===== src/rtl/dma_pkg.sv =====
// dma_pkg: types and defaults shared by the DMA controller and its users.
//   dma_state_e      - controller FSM states
//   DMA_WORD_SIZE    - default memory word width
//   DMA_DATA_SIZE    - default number of device blocks
//   DMA_BLOCK_WORDS  - default words per block / per memory write
package dma_pkg;

  localparam int DMA_WORD_SIZE   = 16;
  localparam int DMA_DATA_SIZE   = 3;
  localparam int DMA_BLOCK_WORDS = 4;

  typedef enum logic [2:0] {
    S_IDLE  = 3'd0,
    S_REQ   = 3'd1,
    S_LOAD  = 3'd2,
    S_WRITE = 3'd3,
    S_DONE  = 3'd4
  } dma_state_e;

endpackage


===== src/rtl/dma_controller.sv =====
// dma_controller: moves up to DATA_SIZE device blocks into memory, one
// BLOCK_WORDS-wide write per block, after winning the bus from the CPU.
// Ports:
//   clk, reset            - rising-edge clock, synchronous active-high reset
//   cmd_valid/addr/length - one-cycle CPU command (base word address, words)
//   bg / br               - bus grant in / bus request out
//   offset, dev_data      - device block select and returned block
//   mem_write/addr/data   - memory write strobe, address, block data
//   mem_ack               - memory write-complete pulse
//   busy, dma_end, cmd_err- status, completion pulse, rejected-command pulse
module dma_controller
  import dma_pkg::*;
#(
  parameter int WORD_SIZE   = DMA_WORD_SIZE,
  parameter int DATA_SIZE   = DMA_DATA_SIZE,
  parameter int BLOCK_WORDS = DMA_BLOCK_WORDS
) (
  input  logic                             clk,
  input  logic                             reset,
  input  logic                             cmd_valid,
  input  logic [WORD_SIZE-1:0]             cmd_addr,
  input  logic [WORD_SIZE-1:0]             cmd_length,
  input  logic                             bg,
  input  logic [BLOCK_WORDS*WORD_SIZE-1:0] dev_data,
  input  logic                             mem_ack,
  output logic                             br,
  output logic [1:0]                       offset,
  output logic                             mem_write,
  output logic [WORD_SIZE-1:0]             mem_addr,
  output logic [BLOCK_WORDS*WORD_SIZE-1:0] mem_data,
  output logic                             busy,
  output logic                             dma_end,
  output logic                             cmd_err
);

  localparam int DW = BLOCK_WORDS * WORD_SIZE;
  localparam logic [WORD_SIZE-1:0] BW = WORD_SIZE'(BLOCK_WORDS);

  dma_state_e           state_q, state_d;
  logic [1:0]           idx_q, idx_d;
  logic [1:0]           nblk_q, nblk_d;
  logic [WORD_SIZE-1:0] base_q, base_d;
  logic [DW-1:0]        buf_q, buf_d;
  logic                 cmd_err_q, cmd_err_d;
  logic                 len_ok;
  logic [WORD_SIZE-1:0] blk_addr;

  // Accept only whole blocks, at least one, no more than the device holds.
  always_comb begin
    len_ok = (cmd_length != '0) && ((cmd_length % BW) == '0) &&
             ((cmd_length / BW) <= WORD_SIZE'(DATA_SIZE));
  end

  // Address wraps naturally at WORD_SIZE bits.
  always_comb blk_addr = base_q + WORD_SIZE'(BLOCK_WORDS * int'(idx_q));

  always_ff @(posedge clk) begin
    if (reset) begin
      state_q   <= S_IDLE;
      idx_q     <= '0;
      nblk_q    <= '0;
      base_q    <= '0;
      buf_q     <= '0;
      cmd_err_q <= 1'b0;
    end else begin
      state_q   <= state_d;
      idx_q     <= idx_d;
      nblk_q    <= nblk_d;
      base_q    <= base_d;
      buf_q     <= buf_d;
      cmd_err_q <= cmd_err_d;
    end
  end

  always_comb begin
    state_d   = state_q;
    idx_d     = idx_q;
    nblk_d    = nblk_q;
    base_d    = base_q;
    buf_d     = buf_q;
    cmd_err_d = 1'b0;
    unique case (state_q)
      S_IDLE: begin
        if (cmd_valid) begin
          if (len_ok) begin
            base_d  = cmd_addr;
            nblk_d  = 2'(cmd_length / BW);
            idx_d   = '0;
            state_d = S_REQ;
          end else begin
            cmd_err_d = 1'b1;
          end
        end
      end
      S_REQ:   if (bg) state_d = S_LOAD;
      // Losing the grant freezes LOAD/WRITE; the buffer only loads with bg.
      S_LOAD: begin
        if (bg) begin
          buf_d   = dev_data;
          state_d = S_WRITE;
        end
      end
      S_WRITE: begin
        if (bg && mem_ack) begin
          if (idx_q == nblk_q - 2'd1) begin
            state_d = S_DONE;
          end else begin
            idx_d   = idx_q + 2'd1;
            state_d = S_LOAD;
          end
        end
      end
      S_DONE:  state_d = S_IDLE;
      default: state_d = S_IDLE;
    endcase
  end

  always_comb begin
    br        = (state_q == S_REQ) || (state_q == S_LOAD) || (state_q == S_WRITE);
    busy      = (state_q != S_IDLE);
    dma_end   = (state_q == S_DONE);
    cmd_err   = cmd_err_q;
    offset    = (state_q == S_LOAD) ? idx_q : 2'b11;
    mem_write = (state_q == S_WRITE) && bg;
    mem_addr  = (state_q == S_WRITE) ? blk_addr : '0;
    mem_data  = (state_q == S_WRITE) ? buf_q : '0;
  end

endmodule


===== config.mk =====
export PLATFORM = sky130hd
export DESIGN_NAME = dma_controller
export DESIGN_NICKNAME = d
export VERILOG_FILES = /design/src/rtl/dma_pkg.sv /design/src/rtl/dma_controller.sv
export SDC_FILE = /design/constraint.sdc
export NUM_CORES = 1
export LEC_CHECK = 0
export BUFFER_PORTS_ARGS = -buffer_cell sky130_fd_sc_hd__buf_2
export CAP_MARGIN = 0
export CORE_UTILIZATION = 47
export DETAILED_ROUTE_END_ITERATION = 7
export GPL_TIMING_DRIVEN = 0
export PLACE_DENSITY = 0.88
export SLEW_MARGIN = 30
export SYNTH_ARGS = -nofsm -noshare
export SYNTH_HDL_FRONTEND = slang
export SYNTH_SLANG_ARGS = --single-unit
export TNS_END_PERCENT = 100

===== constraint.sdc =====
create_clock -name clk -period 2.2 [get_ports clk]
set_input_delay 0.33 -clock clk [delete_from_list [all_inputs] [get_ports clk]]
set_output_delay 0.33 -clock clk [all_outputs]
set_load 0.01 [all_outputs]

### After elaboration in Yosys (flattened, before gate mapping)

Index checks and enable logic that the tools add are counted.

* bits of input ports: 101
* latch bits: 0
* output and inout port bits: 87
* ROM bits: 0
* word-level logic and storage cells: 55
* flip-flop bits (word level): 88
* bits in writable memories: 0
* memories: 0

* shift-type cells: 0
* multipliers: 0
* $lt $le $gt $ge: 1
* reduce and logical (&&, ||, !) cells: 16
* equality and inequality tests: 11
* multiplexer cells: 16
* bitwise gates (word level): 2
* add/sub/neg operators: 3
* div/mod/pow operators: 0

Operators with widths (number)
* 64-bit two-way mux: 1
* 3-bit two-way mux: 6
* 16-bit by 4-bit adder with 16-bit output: 1
* 16-bit logical NOT: 1
* 16-bit two-way mux: 1
* 16-bit nonzero test: 1
* 14-bit by 2-bit <= comparator with 1-bit output (second input constant): 1
* 2-bit inequality test (second input constant): 6
* 3-bit one-hot mux with 4 select lines: 1
* 2-bit two-way mux: 5
* 5-bit AND reduction: 2
* 3-bit by 2-bit == test with 1-bit output (second input constant): 2
* 1-bit logical AND: 4
* 2-bit one-hot mux with 2 select lines: 1
* 3-bit by 1-bit == test with 1-bit output (second input constant): 1
* 3-bit == test (second input constant): 1
* 3-bit logical NOT: 1
* 3-bit AND reduction: 1
* 3-bit nonzero test: 1
* 3-bit OR reduction: 1
* 2-bit by 1-bit adder with 2-bit output (second input constant): 1
* 2-bit == test: 1
* 1-bit logical OR: 2
* 1-bit inverter: 2
* other kinds (4): 4

### Depth between registers and ports, before layout

Gate-level depths: netlist of the first run.

* depth after elaboration: 6
* mapped depth: 8
* mapped depth without buffers: 7

### Worst setup path after synthesis of the first run

No wires, ideal clock.

* path type: register to output
* start: reg idx_q[0]
* end: out mem_addr[10]
* buffers on the path: 0
* slack: 377 ps
* cell stages (with the launch flop): 6
* data arrival time: 1493 ps
* data required time: 1870 ps
* cell sequence: dfxtp_1 ha_1 fa_1 nand4_1 or3_1 a21oi_1

* longest elaborated chain between the ends: 2

RTL lines
* start: declaration: line dma_controller.sv:40 `logic [1:0] idx_q, idx_d;`
* start signal: assignment: line dma_controller.sv:67 `idx_q <= idx_d;`
* 16-bit by 4-bit adder with 16-bit output: line dma_controller.sv:55 `always_comb blk_addr = base_q + WORD_SIZE'(BLOCK_WORDS * int'(idx_q));`
* 16-bit two-way mux: line dma_controller.sv:125 `mem_addr = (state_q == S_WRITE) ? blk_addr : '0;`
* end: declaration: line dma_controller.sv:29 `output logic [WORD_SIZE-1:0] mem_addr,`

No other way between the ends.

### Final worst setup path of the first run

* start: reg base_q[2]
* end: out mem_addr[12]

* longest elaborated chain between the ends: 2

RTL lines
* start: declaration: line dma_controller.sv:42 `logic [WORD_SIZE-1:0] base_q, base_d;`
* start signal: assignment: line dma_controller.sv:69 `base_q <= base_d;`
* 16-bit by 4-bit adder with 16-bit output: line dma_controller.sv:55
* 16-bit two-way mux: line dma_controller.sv:125

No other way between the ends.

==> results of run 1 <==
[path summary, 6_finish.rpt]
kind	to	slack, ns	cells after the start
setup reg to reg	buf_q[25]	0.29	5
hold / removal	buf_q[20]	0.21	3
setup / recovery	mem_addr[12]	-0.04	8
hold reg to reg	buf_q[18]	0.45	2
[logic make-up (layout without fill, tap and decap cells)]
family          after synthesis  in the layout  synth area share (%)
flops                        88             88                  43.3
buf+inv                      39            244                  4.70
mux                          21             21                  5.19
xor+xnor                     13             13                  2.80
compound gates               77             77                  10.7
fa+ha+maj                     3              3                  1.11
simple gates                279            279                  32.2
[registers in the layout, summed over array words and instances, names as in the netlist]
| register | cells |
|---|---|
| buf_q | 64 |
| base_q | 16 |
| state_q | 3 |
| idx_q | 2 |
| nblk_q | 2 |
| cmd_err | 1 |
[final cells by class]
type,instances,area [µm²],area share [%]
buffer,34,193,3.55
sequential,88,1770,32.6
multi-input combinational,393,2160,39.8
timing repair buffer,190,961,17.7
inverter,4,15.0,0.277
clock inverter,7,70.1,1.29
tap,105,131,2.42
clock buffer,9,124,2.28
[cells in the mapped netlist]
master and count:
a311oi_1 1, mux2i_1 20, nor4_2 1, o211ai_1 1, xnor2_1 7, o311a_1 1, nor2_1 40, nor3_2 2
and3_1 2, or3b_4 1, a32o_2 1, dfxtp_1 88, o211ai_2 1, o21ai_0 3, and2b_1 2, nor2b_1 2
or2_1 1, xor2_1 6, or3_1 3, clkbuf_1 24, nand2_1 136, and2_1 70, nand4_1 2, nand3_1 9
a21oi_1 66, nand3b_1 1, ha_1 2, buf_8 1, buf_6 2, buf_2 7, a31oi_4 1, clkbuf_8 1
nor4_1 2, nand2_2 1, o21ai_2 1, mux2_2 1, fa_1 1, a41o_2 1, inv_1 4, nor3_1 4
[power by group]
part           internal [mW]  total (mW)  switching, mW
Combinational         0.0730       0.139         0.0659
Sequential              1.59        1.59       0.000291
Clock                  0.526        1.10          0.574
[timing repair]
action                                  in CTS  in global routing
pin swaps                                    5                  6
gates resized for setup                     18                 15
endpoints found under the setup margin      76                 54
buffers inserted                             3                  1
[critical path, delay by kind of cell (launching register included)]
family                     cells  cell delay (ns)
adders and majority gates      2             0.34
buffers and inverters          1             0.14
xor gates and xnor gates       1             0.15
DFF                            1             0.36
and+or+nand+nor                4             0.59
[per-layer routing]
metal  global-route usage (%)  vias to the layer above
met4                     11.4                        0
met2                     41.8                      158
met5                        0                        -
met1                     27.6                     1902
met3                     4.94                       34
li1                         -                     2083
[per-stage QoR]
stage               instance area [µm²]  setup WS (ns)  hold WS (ns)
global placement                   5130         -0.274         0.437
finish                             5420        -0.0408         0.211
detailed placement                 5130         -0.267         0.442
floorplan                          4070          0.377         0.432
CTS                                5400        -0.0269         0.199
global route                       5420         -0.121         0.198
==> flow_summary.toml, run 1 <==
[sta]
fmax_mhz = 446
clock_skew_ns = 0.0154
final_max_slew_viol_count = 0
setup_viol = 4
tns_ns = -0.142
tightest_slew_ns = 0.594
rsz0062_at_grt = "true"
final-hold-violation-count = 0
period_share_pct = 102
setup_slack_ns = -0.0408
slew-limit-headroom_pct = 60.4
period_minus_slack_ns = 2.24

[clocking]
root_buffer = "clkbuf_8"
cts-hold-fix-buffers = 0
cts_sinks = 88
clock_path_buffers = 2
cts_tree = "done"
htreeDepth = 3
clk_pin_slew_ns = 0.10
cts_buffers = 9
insertion_delay_ns = 0.34

[synth]
yosysTopAreaCellShare_pct = 43.3
syn_area_um2 = 4070
synthesis.instances = 520
syn_avg_cell_area_um2 = 7.83
synth_area_leaders = "dfxtp_1, nand2_1, and2_1, a21oi_1, mux2i_1"
ys_ff_latch = 88
syn-num-nets = 624
yosysWarnings = 0
yosys.area.top_type = "dfxtp_1"
ys_types = 40
yosysSeqAreaShare_pct = 43.3

[worst_setup_path]
cp.required_ns = 1.87
crit_path_start = "base_q[2]"
arrival_ns = 1.91
worst_setup_path_start_kind = "flop"
critical-path-max-stage-delay_ns = 0.36
worstReg2RegStart = "state_q[2]"
end_kind = "primary output"
cpMaxStageDelayCell = "dfxtp_2"
criticalPathCategory = "reg -> out"
path_cells = "ha_4 -> fa_2 -> nand4_1 -> nor2_2 -> nand2_1 -> xor2_1 -> nor2_1 -> buf_2"
worst-path-max-fanout = 4

[cells_and_area]
final_cell_mix = "buf_2, nand2_1, dfxtp_1"
layout_commonest_cell = "buf_2"
fin_nets = 824
fill_cells = 737
insertedDiodeCount = 0
drive_gt1_share_pct = 34.1
area_growth_pct = 33.2
stdcell_count = 830
final_core_util_pct = 65.3

[power]
p_total_mw = 2.83
vdd_drop_max_mv = 0.573
p_leak_nw = 2.39
p_per_area_nw_per_um2 = 522

[drt]
vias = 4177
ant_nets = 0
wl_um = 10900
wl_met2_um = 5380
drc = 0
wl_met3_um = 596
avgRoutedWirePerCell_um = 13.1
firstDrtPassIters = 5
viasPerCell = 5.03
drt_first_iter_violations = 93
met1_length_um = 4550
top_layer = "met4"

[floorplan]
coreArea_um2 = 8300
io_pins = 188
initial_core_util_pct = 49.1
rows = 33
die-area_um2 = 9040
die_y_um = 95.1
die_x_um = 95.1

[job]
cap_violations = 0

[run_status]
status = "finished, violations left"
violations = "negative setup slack"

[placed_design]
dpl.cell_count = 811
globalplace.congestion = 0.845
place.detailed.hpwl_um = 8190
port_buffers = 186

[grt]
grt_pass1_vias = 3864
grt_pass1_wl_um = 16900
antenna_found_initial = 0
grt_max_degree = 16
grt_util_all_layers_pct = 23.9
grt_overflow_total = 0

[min_path]
min_path_type = "in -> reg"
min_from = "dev_data[20]"
(Power assumes the default switching activity.)
==> run 2: changes to the inputs <==
--- a/config.mk
+++ b/config.mk
@@ -7,6 +7,7 @@
 export LEC_CHECK = 0
 export BUFFER_PORTS_ARGS = -buffer_cell sky130_fd_sc_hd__buf_2
 export CAP_MARGIN = 0
+export CORE_MARGIN = 1.5
 export CORE_UTILIZATION = 47
 export DETAILED_ROUTE_END_ITERATION = 7
 export GPL_TIMING_DRIVEN = 0
==> run 2 against run 1 <==
The flow still finishes with violations (negative setup slack). Sequential cell count unchanged. Largest cell class unchanged. First-iteration DRC count increased by 69%. Critical path type unchanged. Critical path depth decreased by 1. Largest power group unchanged. Global-route usage decreased by 0.32 points. Final area increased by 1.5%. Register-to-register slack improved by 0.02 ns. Clock power increased by 7%. Sequential power about the same. Clock skew decreased by 0.00095 ns. Total power increased by 2.9%.
==> flow_summary.toml, run 2 (synthesis results as in run 1) <==
[grt]
grt-busiest-layer = "met2"
grt_max_degree = 16
grt_pass1_wl_um = 17000
grt_util_all_layers_pct = 23.5
antenna_found_initial = 0
grt_overflow_total = 0
grt_use_met1_pct = 27.4
met3_usage_pct = 4.82
grt_pass1_vias = 3927
gr-usage-met2_pct = 42.0

[worst_setup_path]
cp.required_ns = 1.87
criticalPathCategory = "reg -> out"
worst_setup_path_start_kind = "flop"
end_kind = "primary output"
cpMaxStageDelayCell = "dfxtp_4"
arrival_ns = 1.89
path_cells = "ha_4 -> fa_2 -> nand4_1 -> buf_4 -> o21ai_1 -> a21oi_1 -> buf_2"
worst-path-max-fanout = 3
r2r_cells = 6
critical-path-max-stage-delay_ns = 0.36

[clocking]
root_buffer = "clkbuf_8"
htreeDepth = 3
clk_pin_slew_ns = 0.09
insertion_delay_ns = 0.34
cts-hold-fix-buffers = 0
cts_buffers = 9
clock_path_buffers = 2
cts_sinks = 88
cts_tree = "done"

[floorplan]
die_x_um = 96.1
io_pins = 188
initial_core_util_pct = 49.1
rows = 33
die_y_um = 96.1
die-area_um2 = 9230
coreArea_um2 = 8300

[sta]
tightest_slew_ns = 0.718
period_share_pct = 101
setup_slack_ns = -0.0173
fmax_mhz = 451
setup_viol = 3
final_max_slew_viol_count = 0
clock_skew_ns = 0.0145
rsz0062_at_grt = "true"
final-hold-violation-count = 0
period_minus_slack_ns = 2.22
slew-limit-headroom_pct = 52.1

[drt]
firstDrtPassIters = 4
avgRoutedWirePerCell_um = 13.4
ant_nets = 0
viasPerCell = 5.05
wl_um = 11100
drc = 0
drt_first_iter_violations = 157
vias = 4199

[cells_and_area]
fin_nets = 826
insertedDiodeCount = 0
largest_reg_flops = 64
drive_gt1_share_pct = 34.9
stdcell_area_um2 = 5500
final_cell_mix = "buf_2, nand2_1, dfxtp_1"
regMostFlops = "buf_q"
layout_commonest_cell = "buf_2"
area_growth_pct = 35.2
top_regs = "buf_q: 64 flops, base_q: 16 flops, state_q: 3 flops"
fill_cells = 710

[power]
vdd_drop_max_mv = 0.414
p_leak_nw = 2.42
p_per_area_nw_per_um2 = 529

[job]
cap_violations = 0

[placed_design]
dp_slack_ns = -0.371
place.detailed.hpwl_um = 8430
place_area_um2 = 5130
globalplace.congestion = 0.944
port_buffers = 186

[run_status]
violations = "negative setup slack"
status = "finished, violations left"

[min_path]
min_path_type = "in -> reg"
hold_depth = 3
-- run 2: cell count changes in the layout (fill, tap and decap cells not counted), sizes merged --
| cell | before | now |
|---|---|---|
| clkinv | 4 | 0 |
| buf | 201 | 208 |
| clkbuf | 32 | 29 |
| inv | 5 | 6 |
| clkinvlp | 1 | 2 |
-- run 2: what timing repair did --
| action | in CTS | in global routing |
|---|---|---|
| resized for setup | 20 | 14 |
| setup buffers | 6 | 4 |
| endpoints found under the setup margin | 79 | 38 |
| pin swaps | 6 | 5 |
-- run 2: worst paths after layout --
kind                      from  slack, ns           end
hold / removal    dev_data[36]       0.22     buf_q[36]
setup reg to reg      idx_q[1]       0.31      idx_q[1]
hold reg to reg      buf_q[48]       0.45     buf_q[48]
setup / recovery      idx_q[0]      -0.02  mem_addr[10]
-- run 2: through the flow --
step | setup TNS [ns] | instances | power [mW] | hold WS, ns | util, %
floorplan | 0 | 520 | 1.66 | 0.432 | -
global placement | -2.60 | 811 | 1.76 | 0.437 | 61.9
detailed placement | -3.74 | 811 | 1.77 | 0.442 | 61.9
CTS | -0.0209 | 830 | 2.93 | 0.200 | 65.5
global route | -0.375 | 832 | 3.01 | 0.198 | 66.3
finish | -0.0366 | 832 | 2.91 | 0.219 | 66.3
-- run 2: power by group --
group,internal [mW],switching (mW)
sequential,1.59,0.000227
combinational,0.0731,0.0656
clock,0.596,0.587
-- run 2: final cells by class --
type	instances	area, µm²	share of cell area [%]
Multi-Input combinational cell	393	2190	39.8
Clock inverter	5	62.6	1.14
Clock buffer	11	151	2.75
Sequential cell	88	1780	32.3
Tap cell	105	131	2.39
Inverter	4	15.0	0.273
Timing Repair Buffer	196	1010	18.3
Buffer	30	170	3.09
-- run 2: worst max-delay path: cells and delay by family (launching register included) --
kind / cells / cell delay, ns
adders and majority gates: 2 / 0.51
DFF: 1 / 0.36
buffers and inverters: 2 / 0.30
AOI/OAI and AO/OA: 2 / 0.21
and+or+nand+nor: 1 / 0.17
-- run 2: routing by layer --
metal | vias to the layer above | part of all wire (%)
li1 | 2091 | -
met1 | 1925 | 41
met2 | 165 | 51
met3 | 18 | 6.0
met4 | 0 | 1.8
met5 | - | 0
